<file path="src/rtl/dmem_arbiter.sv">
// Round-robin arbiter sharing one single-port data memory between the CPU LSU (port 0) and a debug/DMA loader (port 1).
// Optional access legality check is enabled by defining DMEM_ARB_ALIGN_CHK_EN.
module dmem_arbiter #(
    parameter int RD_LAT = 1
) (
    input  logic        clock,
    input  logic        rst_n,
    input  logic        p0_req,
    output logic        p0_ready,
    input  logic [31:0] p0_addr,
    input  logic [31:0] p0_wdata,
    input  logic [2:0]  p0_memop,
    input  logic        p0_we,
    output logic        p0_rvalid,
    output logic [31:0] p0_rdata,
    output logic        p0_err,
    input  logic        p1_req,
    output logic        p1_ready,
    input  logic [31:0] p1_addr,
    input  logic [31:0] p1_wdata,
    input  logic [2:0]  p1_memop,
    input  logic        p1_we,
    output logic        p1_rvalid,
    output logic [31:0] p1_rdata,
    output logic        p1_err,
    output logic [31:0] mem_addr,
    output logic [31:0] mem_datain,
    output logic [2:0]  mem_memop,
    output logic        mem_we,
    input  logic [31:0] mem_dataout
);

    localparam logic [2:0] MEMOP_IDLE = 3'b010;
    localparam logic [1:0] LOAD_CNT   = 2'(RD_LAT - 1);

    typedef enum logic [1:0] {IDLE, ACCESS, RESP} state_t;

    state_t      state_q;
    logic        owner_q;
    logic        last_q;
    logic        we_q;
    logic [1:0]  cnt_q;
    logic [31:0] mem_addr_q;
    logic [31:0] mem_datain_q;
    logic [2:0]  mem_memop_q;
    logic        mem_we_q;
    logic [1:0]  rvalid_q;
    logic [1:0]  err_q;
    logic [31:0] rdata_q [2];

    logic        grant_d;
    logic        accept_d;
    logic        illegal_d;
    logic [31:0] sel_addr_d;
    logic [31:0] sel_wdata_d;
    logic [2:0]  sel_memop_d;
    logic        sel_we_d;

`ifdef DMEM_ARB_ALIGN_CHK_EN
    function automatic logic access_illegal(input logic [2:0] op, input logic [1:0] a);
        logic bad;
        case (op)
            3'b001, 3'b101:         bad = a[0];
            3'b010:                 bad = (a != 2'b00);
            3'b011, 3'b110, 3'b111: bad = 1'b1;
            default:                bad = 1'b0;
        endcase
        return bad;
    endfunction
`endif

    // On a tie the port that was not served last wins.
    always_comb begin
        grant_d = 1'b0;
        if (p0_req && p1_req) begin
            grant_d = ~last_q;
        end else if (p1_req) begin
            grant_d = 1'b1;
        end
    end

    assign accept_d    = (state_q == IDLE) && (p0_req || p1_req);
    assign p0_ready    = (state_q == IDLE) && p0_req && !grant_d;
    assign p1_ready    = (state_q == IDLE) && p1_req && grant_d;

    assign sel_addr_d  = grant_d ? p1_addr  : p0_addr;
    assign sel_wdata_d = grant_d ? p1_wdata : p0_wdata;
    assign sel_memop_d = grant_d ? p1_memop : p0_memop;
    assign sel_we_d    = grant_d ? p1_we    : p0_we;

`ifdef DMEM_ARB_ALIGN_CHK_EN
    assign illegal_d = access_illegal(sel_memop_d, sel_addr_d[1:0]);
`else
    assign illegal_d = 1'b0;
`endif

    always_ff @(posedge clock or negedge rst_n) begin
        if (!rst_n) begin
            state_q      <= IDLE;
            owner_q      <= 1'b0;
            last_q       <= 1'b1;
            we_q         <= 1'b0;
            cnt_q        <= 2'd0;
            mem_addr_q   <= 32'd0;
            mem_datain_q <= 32'd0;
            mem_memop_q  <= MEMOP_IDLE;
            mem_we_q     <= 1'b0;
            rvalid_q     <= 2'b00;
            err_q        <= 2'b00;
            rdata_q[0]   <= 32'd0;
            rdata_q[1]   <= 32'd0;
        end else begin
            rvalid_q <= 2'b00;
            err_q    <= 2'b00;
            case (state_q)
                IDLE: begin
                    if (accept_d) begin
                        owner_q <= grant_d;
                        last_q  <= grant_d;
                        if (illegal_d) begin
                            // Rejected accesses never touch the memory bus.
                            state_q           <= RESP;
                            rvalid_q[grant_d] <= 1'b1;
                            err_q[grant_d]    <= 1'b1;
                            rdata_q[grant_d]  <= 32'd0;
                        end else begin
                            state_q      <= ACCESS;
                            mem_addr_q   <= sel_addr_d;
                            mem_datain_q <= sel_wdata_d;
                            mem_memop_q  <= sel_memop_d;
                            mem_we_q     <= sel_we_d;
                            we_q         <= sel_we_d;
                            cnt_q        <= sel_we_d ? 2'd0 : LOAD_CNT;
                        end
                    end
                end
                ACCESS: begin
                    if (cnt_q == 2'd0) begin
                        state_q           <= RESP;
                        rvalid_q[owner_q] <= 1'b1;
                        rdata_q[owner_q]  <= we_q ? 32'd0 : mem_dataout;
                        mem_we_q          <= 1'b0;
                        mem_memop_q       <= MEMOP_IDLE;
                    end else begin
                        cnt_q <= cnt_q - 2'd1;
                    end
                end
                RESP: begin
                    state_q <= IDLE;
                end
                default: begin
                    state_q <= IDLE;
                end
            endcase
        end
    end

    assign mem_addr   = mem_addr_q;
    assign mem_datain = mem_datain_q;
    assign mem_memop  = mem_memop_q;
    assign mem_we     = mem_we_q;
    assign p0_rvalid  = rvalid_q[0];
    assign p1_rvalid  = rvalid_q[1];
    assign p0_err     = err_q[0];
    assign p1_err     = err_q[1];
    assign p0_rdata   = rdata_q[0];
    assign p1_rdata   = rdata_q[1];

endmodule

</file>
<file path="config.mk">
export PLATFORM = sky130hd
export DESIGN_NAME = dmem_arbiter
export DESIGN_NICKNAME = d
export VERILOG_FILES = /design/src/rtl/dmem_arbiter.sv
export SDC_FILE = /design/constraint.sdc
export NUM_CORES = 1
export LEC_CHECK = 0
export ABC_AREA = 1
export CORE_MARGIN = 4
export CORE_UTILIZATION = 44
export CTS_CLUSTER_SIZE = 12
export DETAILED_ROUTE_END_ITERATION = 10
export GPL_ROUTABILITY_DRIVEN = 0
export PLACE_DENSITY_LB_ADDON = 0.3
export SLEW_MARGIN = 0
export SYNTH_ARGS = -nofsm -noshare
export SYNTH_HDL_FRONTEND = slang
export SYNTH_SLANG_ARGS = --single-unit
</file>
<file path="constraint.sdc">
create_clock -name clock -period 2.55 [get_ports clock]
set_clock_uncertainty 0.2 [all_clocks]
set_input_delay 0.51 -clock clock [delete_from_list [all_inputs] [get_ports clock]]
set_output_delay 0.51 -clock clock [all_outputs]
set_load 0.02 [all_outputs]
</file>
; Word level (Yosys, flattened, before mapping)
; Cells that the tools add are included.
[totals]
output_inout_bits = 138
romBits = 0
latchBits = 0
ff_bits = 141
ramBits = 0
n_memories = 0
wordCells = 67
[classes]
eq_ne = 4
mux = 26
order_cmp = 4
n_bitwise = 2
div_mod_pow = 0
n_reduce_logical = 18
n_addsub = 1
n_mul = 0
shifts = 0
[ops]
columns = operator, n
row1 = 2-to-1 mux 32 bit, 4
row2 = bitwise mux 64 bit, 1
row3 = demux 32 bit (select 1 bit), 1
row4 = 2-to-1 mux 2 bit, 6
row5 = 2-to-1 mux 3 bit, 3
row6 = logical AND 1 bit, 8
row7 = one-hot mux 2 bit (2 select lines), 2
row8 = 2-to-1 mux 1 bit, 6
row9 = != test 2 bit (second input constant), 3
row10 = one-hot mux 3 bit (2 select lines), 1
row11 = AND reduction 2 bit, 3
row12 = AND reduction 3 bit, 2
row13 = zero test 2 bit, 2
row14 = equality test 2 x 1 -> 1 bit (second input constant), 1
row15 = >= comparator 2 bit (second input constant), 1
row16 = less-than comparator 1 x 2 -> 1 bit (second input constant), 1
row17 = less-than comparator 2 x 1 -> 1 bit (second input constant), 1
row18 = inverter 1 -> 2 bit, 1
row19 = one-hot mux 1 bit (2 select lines), 1
row20 = nonzero test 2 bit, 1
row21 = subtractor 2 x 1 -> 2 bit (second input constant), 1
row22 = demux 1 bit (select 1 bit), 1
row23 = >= comparator 1 bit (second input constant), 1
row24 = zero test 1 bit, 1
row25 = other kinds (2), 2

; Longest topological paths before layout
; Gate-level depths: netlist (run 1).
[logic_depth]
word_depth = 6
ltp_mapped = 8

; Worst setup path before layout (run 1)
; No wires, ideal clock.
[synth_timing]
kind = reg-to-output
start = reg last_q
end = out p0_ready
path_stages_with_launch = 6
arrival_ns = 1.244
required_time_ns = 1.840
path_slack_ns = 0.596
path_cell_list = dfstp_2 nand2_1 nand2_2 buf_2 inv_1 nor2_1
[synth_between]
elab_chain_len = 4
[synth_lines]
columns = item, line_no
row1 = from (decl), 40  ; logic last_q;
row2 = from (signal assigned), 119  ; last_q <= grant_d;
row3 = inverter 1 bit, 76  ; grant_d = ~last_q;
row4 = 2-to-1 mux 1 bit, 75  ; if (p0_req && p1_req) begin
row5 = zero test 1 bit, 83  ; assign p0_ready = (state_q == IDLE) && p0_req && !grant_d;
row6 = logical AND 1 bit, 83
row7 = to (decl), 9  ; output logic p0_ready,
; No other way between the ends.

; Final worst setup path (run 1)
[layout_timing]
start = in p0_req
end = out p0_ready
[layout_between]
elab_chain_len = 4
elab_cells_between_ends = 5
[layout_lines]
columns = item, line_no
row1 = from (decl), 8  ; input logic p0_req,
row2 = logical AND 1 bit, 75
row3 = 2-to-1 mux 1 bit, 75
row4 = zero test 1 bit, 83
row5 = logical AND 1 bit *, 83
; Mark *: on every way between the ends. The rest lies on a longest branch, timed or not.

==> results of run 1 <==
==> synthesized netlist by cell type <==
cell	count	area share, %
o21ai_1	70	5.5
nand2_2	2	0.20
buf_2	18	1.4
clkbuf_1	8	0.48
buf_6	1	0.18
nand3_1	11	0.87
nand4_1	1	0.099
ha_1	2	0.40
dfstp_2	2	0.83
o21ai_2	1	0.14
buf_4	11	1.3
conb_1	1	0.059
clkbuf_2	6	0.48
o21ai_0	63	5.0
dfrtp_1	139	55
nand2_4	2	0.36
clkbuf_4	1	0.12
nand2_1	305	18
nor2_4	2	0.36
inv_1	79	4.7
nor2_1	72	4.3
==> per-stage QoR <==
step | util (%) | power [mW] | hold slack, ns | std cells
5_1_grt | 72.8 | 13.3 | 0.297 | 1290
4_1_cts | 72.8 | 12.6 | 0.279 | 1289
2_1_floorplan | - | 7.02 | 0.0144 | 798
3_3_place_gp | 68.4 | 9.86 | 0.259 | 1256
3_5_place_dp | 68.4 | 9.99 | 0.269 | 1256
6_report | 72.8 | 12.5 | 0.274 | 1290
==> logic make-up after synthesis <==
group,after synthesis
simple gates,395
flops,141
buf+inv,124
compound gates,134
other cells,1
fa+ha+maj,2
==> power by group through the flow <==
stage / combinational (mW) / clock, mW / sequential (mW)
3_3_place_gp: 6.05 / 0 / 3.81
2_1_floorplan: 2.04 / 0 / 4.99
4_1_cts: 6.20 / 2.57 / 3.83
5_1_grt: 6.65 / 2.66 / 3.97
6_report: 6.11 / 2.52 / 3.83
3_5_place_dp: 6.15 / 0 / 3.84
==> state kept, by name (all words and copies together), names as in the netlist <==
| name | cells |
|---|---|
| owner_q | 1 |
| p1_rdata | 32 |
| mem_datain | 32 |
| p0_rdata | 32 |
| we_q | 1 |
| cnt_q | 2 |
| mem_memop | 3 |
| last_q | 1 |
| state_q | 2 |
| rvalid_q | 2 |
| mem_addr | 32 |
| mem_we | 1 |
==> worst max-delay path, cell delays in order <==
cell	delay [ns]
clkdlybuf4s50_1	0.48
nand2_1	0.11
nand2_4	0.08
inv_1	0.05
nor2_1	0.08
dlygate4sd2_1	0.35
==> metal layers <==
layer  global-route usage [%]  up-vias
met3                     9.04       40
met2                     40.7      233
li1                         -     3041
met5                        0        -
met1                     27.0     2864
met4                     9.49        0
==> timing repair <==
item / CTS / global route
gates resized for setup: 4 / 0
buffers inserted: 0 / 0
hold endpoints to repair: 52 / 0
endpoints found under the setup margin: 2 / 0
hold buffers: 1 / 0
==> area by class of cell <==
cell class	instances	area share, %
Tap cell	180	2.21
Clock buffer	17	4.18
Antenna cell	1	0.0246
Sequential cell	141	34.7
Multi-Input combinational cell	533	22.2
Clock inverter	15	1.74
Timing Repair Buffer	324	32.1
Inverter	79	2.91
==> how the worst min path moves through the flow <==
stage / endpoint / startpoint / slack, ns / cells past startpoint
2_1_floorplan: cnt_q[0]$_DFFE_PN0P_ / rst_n / 0.01 / 0
3_3_place_gp: last_q$_DFFE_PN1P_ / last_q$_DFFE_PN1P_ / 0.26 / 2
3_5_place_dp: last_q$_DFFE_PN1P_ / last_q$_DFFE_PN1P_ / 0.27 / 2
4_1_cts: last_q$_DFFE_PN1P_ / last_q$_DFFE_PN1P_ / 0.28 / 2
5_1_grt: last_q$_DFFE_PN1P_ / last_q$_DFFE_PN1P_ / 0.30 / 2
6_report: last_q$_DFFE_PN1P_ / last_q$_DFFE_PN1P_ / 0.27 / 2
==> results.tsv, run 1 <==
metric	value	unit
first_pass_iters	4	
worstSetupEndpointType	output port	
dpl.hpwl	14200	um
r2r_slack	0.59	ns
grt_max_degree	124	
power.density	1220	nW/um2
core.rowCount	43	
cp.required	1.84	ns
vias_per_cell	4.79	
p_sw	5.06	mW
clkLatencyLatePin	0.41	ns
setup_viol	0	
ir_drop	0.713	mV
io_pins	310	
totalWireLength	19600	um
remaining_drc_errors	0	
arrival	1.66	ns
netlist_instances	797	
final_nets	1270	
dieHeight	128	um
synth_area_per_cell	7.92	um2
wl_met1	7360	um
crit_end	p0_ready	
switching_share	40.5	%
grt_pass1_vias	6094	
fillers	1093	
muxShareOfSynthArea	0	%
power.leakage	4.88	nW
cts_tree	done	
seqPwrFrac	30.8	%
ff2ff_path_depth	7	
yosysSeqAreaShare	55.9	%
startpoint	p0_req	
stdcell_area	10200	um2
hp-class	reg -> reg	
synthAdderAreaFrac	0.396	%
multi_input_area	2260	um2
synth_xor_xnor_area_share	0	%
path_clk_slew	0.06	ns
yosysUniqueCellTypes	21	
rr_startpoint	last_q$_DFFE_PN1P_	
grt_overflow_total	0	
antenna_found_initial	1	
drv_cap	0	
ant_nets	0	
grt_pass1_wl	30600	um
min_period	2.37	ns
grt_use_total	23.8	%
start_util	45.2	%
rr_endpoint	mem_addr[9]$_DFFE_PN0P_	
status	finished, final reports clean	
drive_above_1_share	5.32	%
dr_wl_met3	1950	um
num_vias	6178	
htreeDepth	4	
internal_power	7.41	mW
die_area	16300	um2
clkPwrFrac	20.2	%
synth-compound-area-share	10.7	%
ys_seq_elements	141	
area_delta_synth_final	61.2	%
max_slew_margin	59.5	%
clockRootBuffer	clkbuf_16	
dieWidth	128	um
register_area	3530	um2
io_buffers	307	
routed-wl-met2	9700	um
cp_max_fo	2	
synth_top_family_by_area	simple AND/OR/NAND/NOR gates	
top_layer_used	met4	
hold_violations	0	
worst_slew_pin_slew	0.607	ns
cts_buffer_depth	2	
drt_iter0_markers	290	
pre_cts_slack	-0.0788	ns
wl_per_cell	15.2	um
tns	0	ns
rsz0062_at_grt	no	
mostFrequentLayoutCell	nand2_1	
path_class	in -> out	
syn_area	6320	um2
core	14000	um2
slew_viol_final	0	
mostFrequentLayoutCells	305 x nand2_1, 304 x clkdlybuf4s50_1, 139 x dfrtp_1	
yosys_warnings	0	
cts_made_buffers	17	
synth-simple-area-share	24.3	%
cts.sinks	141	
p_comb_share	49.0	%
max_freq	422	MHz
startpoint_type	input port	
period_share	92.9	%
setup_slack	0.181	ns
post_dp_cell_area	9560	um2
No activity file was read; power rests on OpenSTA's default activity.
==> inputs of run 2 (changes only) <==
Settings changed: PLACE_DENSITY from default to 0.86, PLACE_DENSITY_LB_ADDON 0.3 to default.
==> run 2 against run 1 <==
Effect of this change: utilization fell by 0.33 points; clock power is 11% lower; first-iteration DRC count is 11% higher; clock-buffer cell count is 1 higher; combinational power rose by 2%; final cell count fell by 0.16%; critical path type unchanged; register-to-register slack better by 0.03 ns; largest cell class unchanged; die area stayed put; sequential power about the same.
==> results.tsv, run 2 (same netlist as run 1, synthesis figures left out) <==
metric	value	unit	change
period_share	94.9	%	+2.0 points
grt_pass1_vias	6205		+1.8%
min_period	2.42	ns	+0.0499 ns
io_pins	310		unchanged
core.rowCount	43		unchanged
cts_tree	done		
hp-class	reg -> reg		
final_nets	1269		-0.079%
core	14000	um2	unchanged
clockRootBuffer	clkbuf_16		
cp.required	1.84	ns	about the same
area_delta_synth_final	60.5	%	
grt_use_total	24.7	%	+0.88 points
setup_slack	0.131	ns	-0.0499 ns
rr_startpoint	cnt_q[0]$_DFFE_PN0P_		
rr_endpoint	p1_rdata[10]$_DFFE_PN0P_		
ant_nets	0		unchanged
worstSetupEndpointType	output port		
dieHeight	128	um	unchanged
htreeDepth	4		unchanged
tns	0	ns	unchanged
crit_end	p0_ready		
ff2ff_path_depth	6		-1
drt_iter0_markers	321		+11%
path_class	in -> out		
cp_cell_sequence	clkdlybuf4s50_1 > nand2_1 > nand2_4 > inv_1 > nor2_1 > dlygate4sd2_1		
numPlacedInstances	1255		-0.080%
io_buffers	307		unchanged
clkLatencyLatePin	0.41	ns	about the same
slowest_delay	0.49	ns	about the same
drive_above_1_share	5.23	%	-0.085 points
mostFrequentLayoutCell	nand2_1		
whs_path_depth	2		unchanged
first_pass_iters	4		unchanged
startpoint	p0_req		
path_clk_slew	0.06	ns	about the same
start_util	45.2	%	unchanged
cp_slowest_cell	clkdlybuf4s50_1		
wl_per_cell	15.6	um	+2.5%
worst_slew_pin_slew	0.586	ns	-0.0215 ns
drv_cap	0		unchanged
vias_per_cell	4.83		+0.88%
fin_total_pwr	12.3	mW	-1.3%
r2r_slack	0.62	ns	+0.03 ns
max_freq	413	MHz	-2.1%
final_core_util	72.5	%	-0.33 points
status	finished, final reports clean		
mostFrequentLayoutCells	305 x nand2_1, 304 x clkdlybuf4s50_1, 139 x dfrtp_1		
power.density	1210	nW/um2	-0.82%
fin_cells	1288		-0.16%
remaining_drc_errors	0		unchanged
grt_overflow_total	0		unchanged
cp_max_fo	2		unchanged
num_vias	6223		+0.73%
cts_made_buffers	17		unchanged
ir_drop	0.543	mV	-24%
die_area	16300	um2	unchanged
hold_violations	0		unchanged
grt_pass1_wl	31600	um	+3.2%
totalWireLength	20000	um	+2.3%
startpoint_type	input port		
cts_setup_buffers	0		unchanged
setup_viol	0		unchanged
diodes	0		-1
antenna_found_initial	0		-1
max_slew_margin	60.9	%	+1.4 points
arrival	1.71	ns	+0.05 ns
rsz0062_at_grt	no		
grt_max_degree	133		+7.3%
dieWidth	128	um	unchanged
dpl.hpwl	14500	um	+2.7%
pre_cts_slack	-0.145	ns	-0.0661 ns
power.leakage	4.85	nW	-0.41%
cts_buffer_depth	2		unchanged
slew_viol_final	0		unchanged
cts.sinks	141		unchanged
run 2: cell types whose count changed in the layout (fill, tap and decap cells not counted), sizes merged:
cell,delta
bufinv,-2
inv,-6
clkbuf,+1
clkinvlp,+1
buf,-1
clkinv,+6
diode,-1
run 2: per-layer routing:
metal	part of all wire [%]	global-route usage (%)	vias to the layer above	wire [um]
met2	50	42.4	279	9930
met3	11	9.58	46	2180
met1	37	27.8	2856	7350
met5	0	0	-	0
met4	2.9	9.30	0	584
li1	-	-	3042	-
run 2: worst min path at each step:
stage,endpoint,startpoint,slack [ns]
after global routing,p0_rdata[9]$_DFFE_PN0P_,p0_rdata[9]$_DFFE_PN0P_,0.31
final,last_q$_DFFE_PN1P_,last_q$_DFFE_PN1P_,0.27
after floorplan,cnt_q[0]$_DFFE_PN0P_,rst_n,0.01
after CTS,last_q$_DFFE_PN1P_,last_q$_DFFE_PN1P_,0.27
after detailed placement,last_q$_DFFE_PN1P_,last_q$_DFFE_PN1P_,0.26
after global placement,last_q$_DFFE_PN1P_,last_q$_DFFE_PN1P_,0.25
run 2: what timing repair did:
| action | 4_1_cts | 5_1_grt |
|---|---|---|
| gates resized for setup | 3 | 0 |
| endpoints found under the hold margin | 46 | 0 |
| hold buffers | 1 | 0 |
| setup endpoints to repair | 2 | 0 |
run 2: worst max-delay path: cells and delay by family:
family,cells,cell delay (ns)
buffers and inverters,3,0.90
AND/OR/NAND/NOR,3,0.30
run 2: cell type report:
type | instances | area, um2
clock buffer | 18 | 439
clock inverter | 14 | 95.1
fill | 1034 | 3850
inverter | 79 | 297
multi-input combinational | 533 | 2260
sequential | 141 | 3530
tap | 180 | 225
timing repair buffer | 323 | 3290
run 2: where the power goes:
| part | switching [mW] | leakage (nW) | total [mW] | internal [mW] |
|---|---|---|---|---|
| combinational | 3.50 | 2.84 | 6.22 | 2.72 |
| sequential | 0.579 | 1.76 | 3.85 | 3.28 |
| clock | 0.973 | 0.258 | 2.24 | 1.26 |
run 2: stage by stage:
step | area (um2) | hold WS, ns
3_5_place_dp | 9590 | 0.262
4_1_cts | 10100 | 0.268
2_1_floorplan | 6320 | 0.0144
6_report | 10100 | 0.265
5_1_grt | 10100 | 0.309
3_3_place_gp | 9590 | 0.254
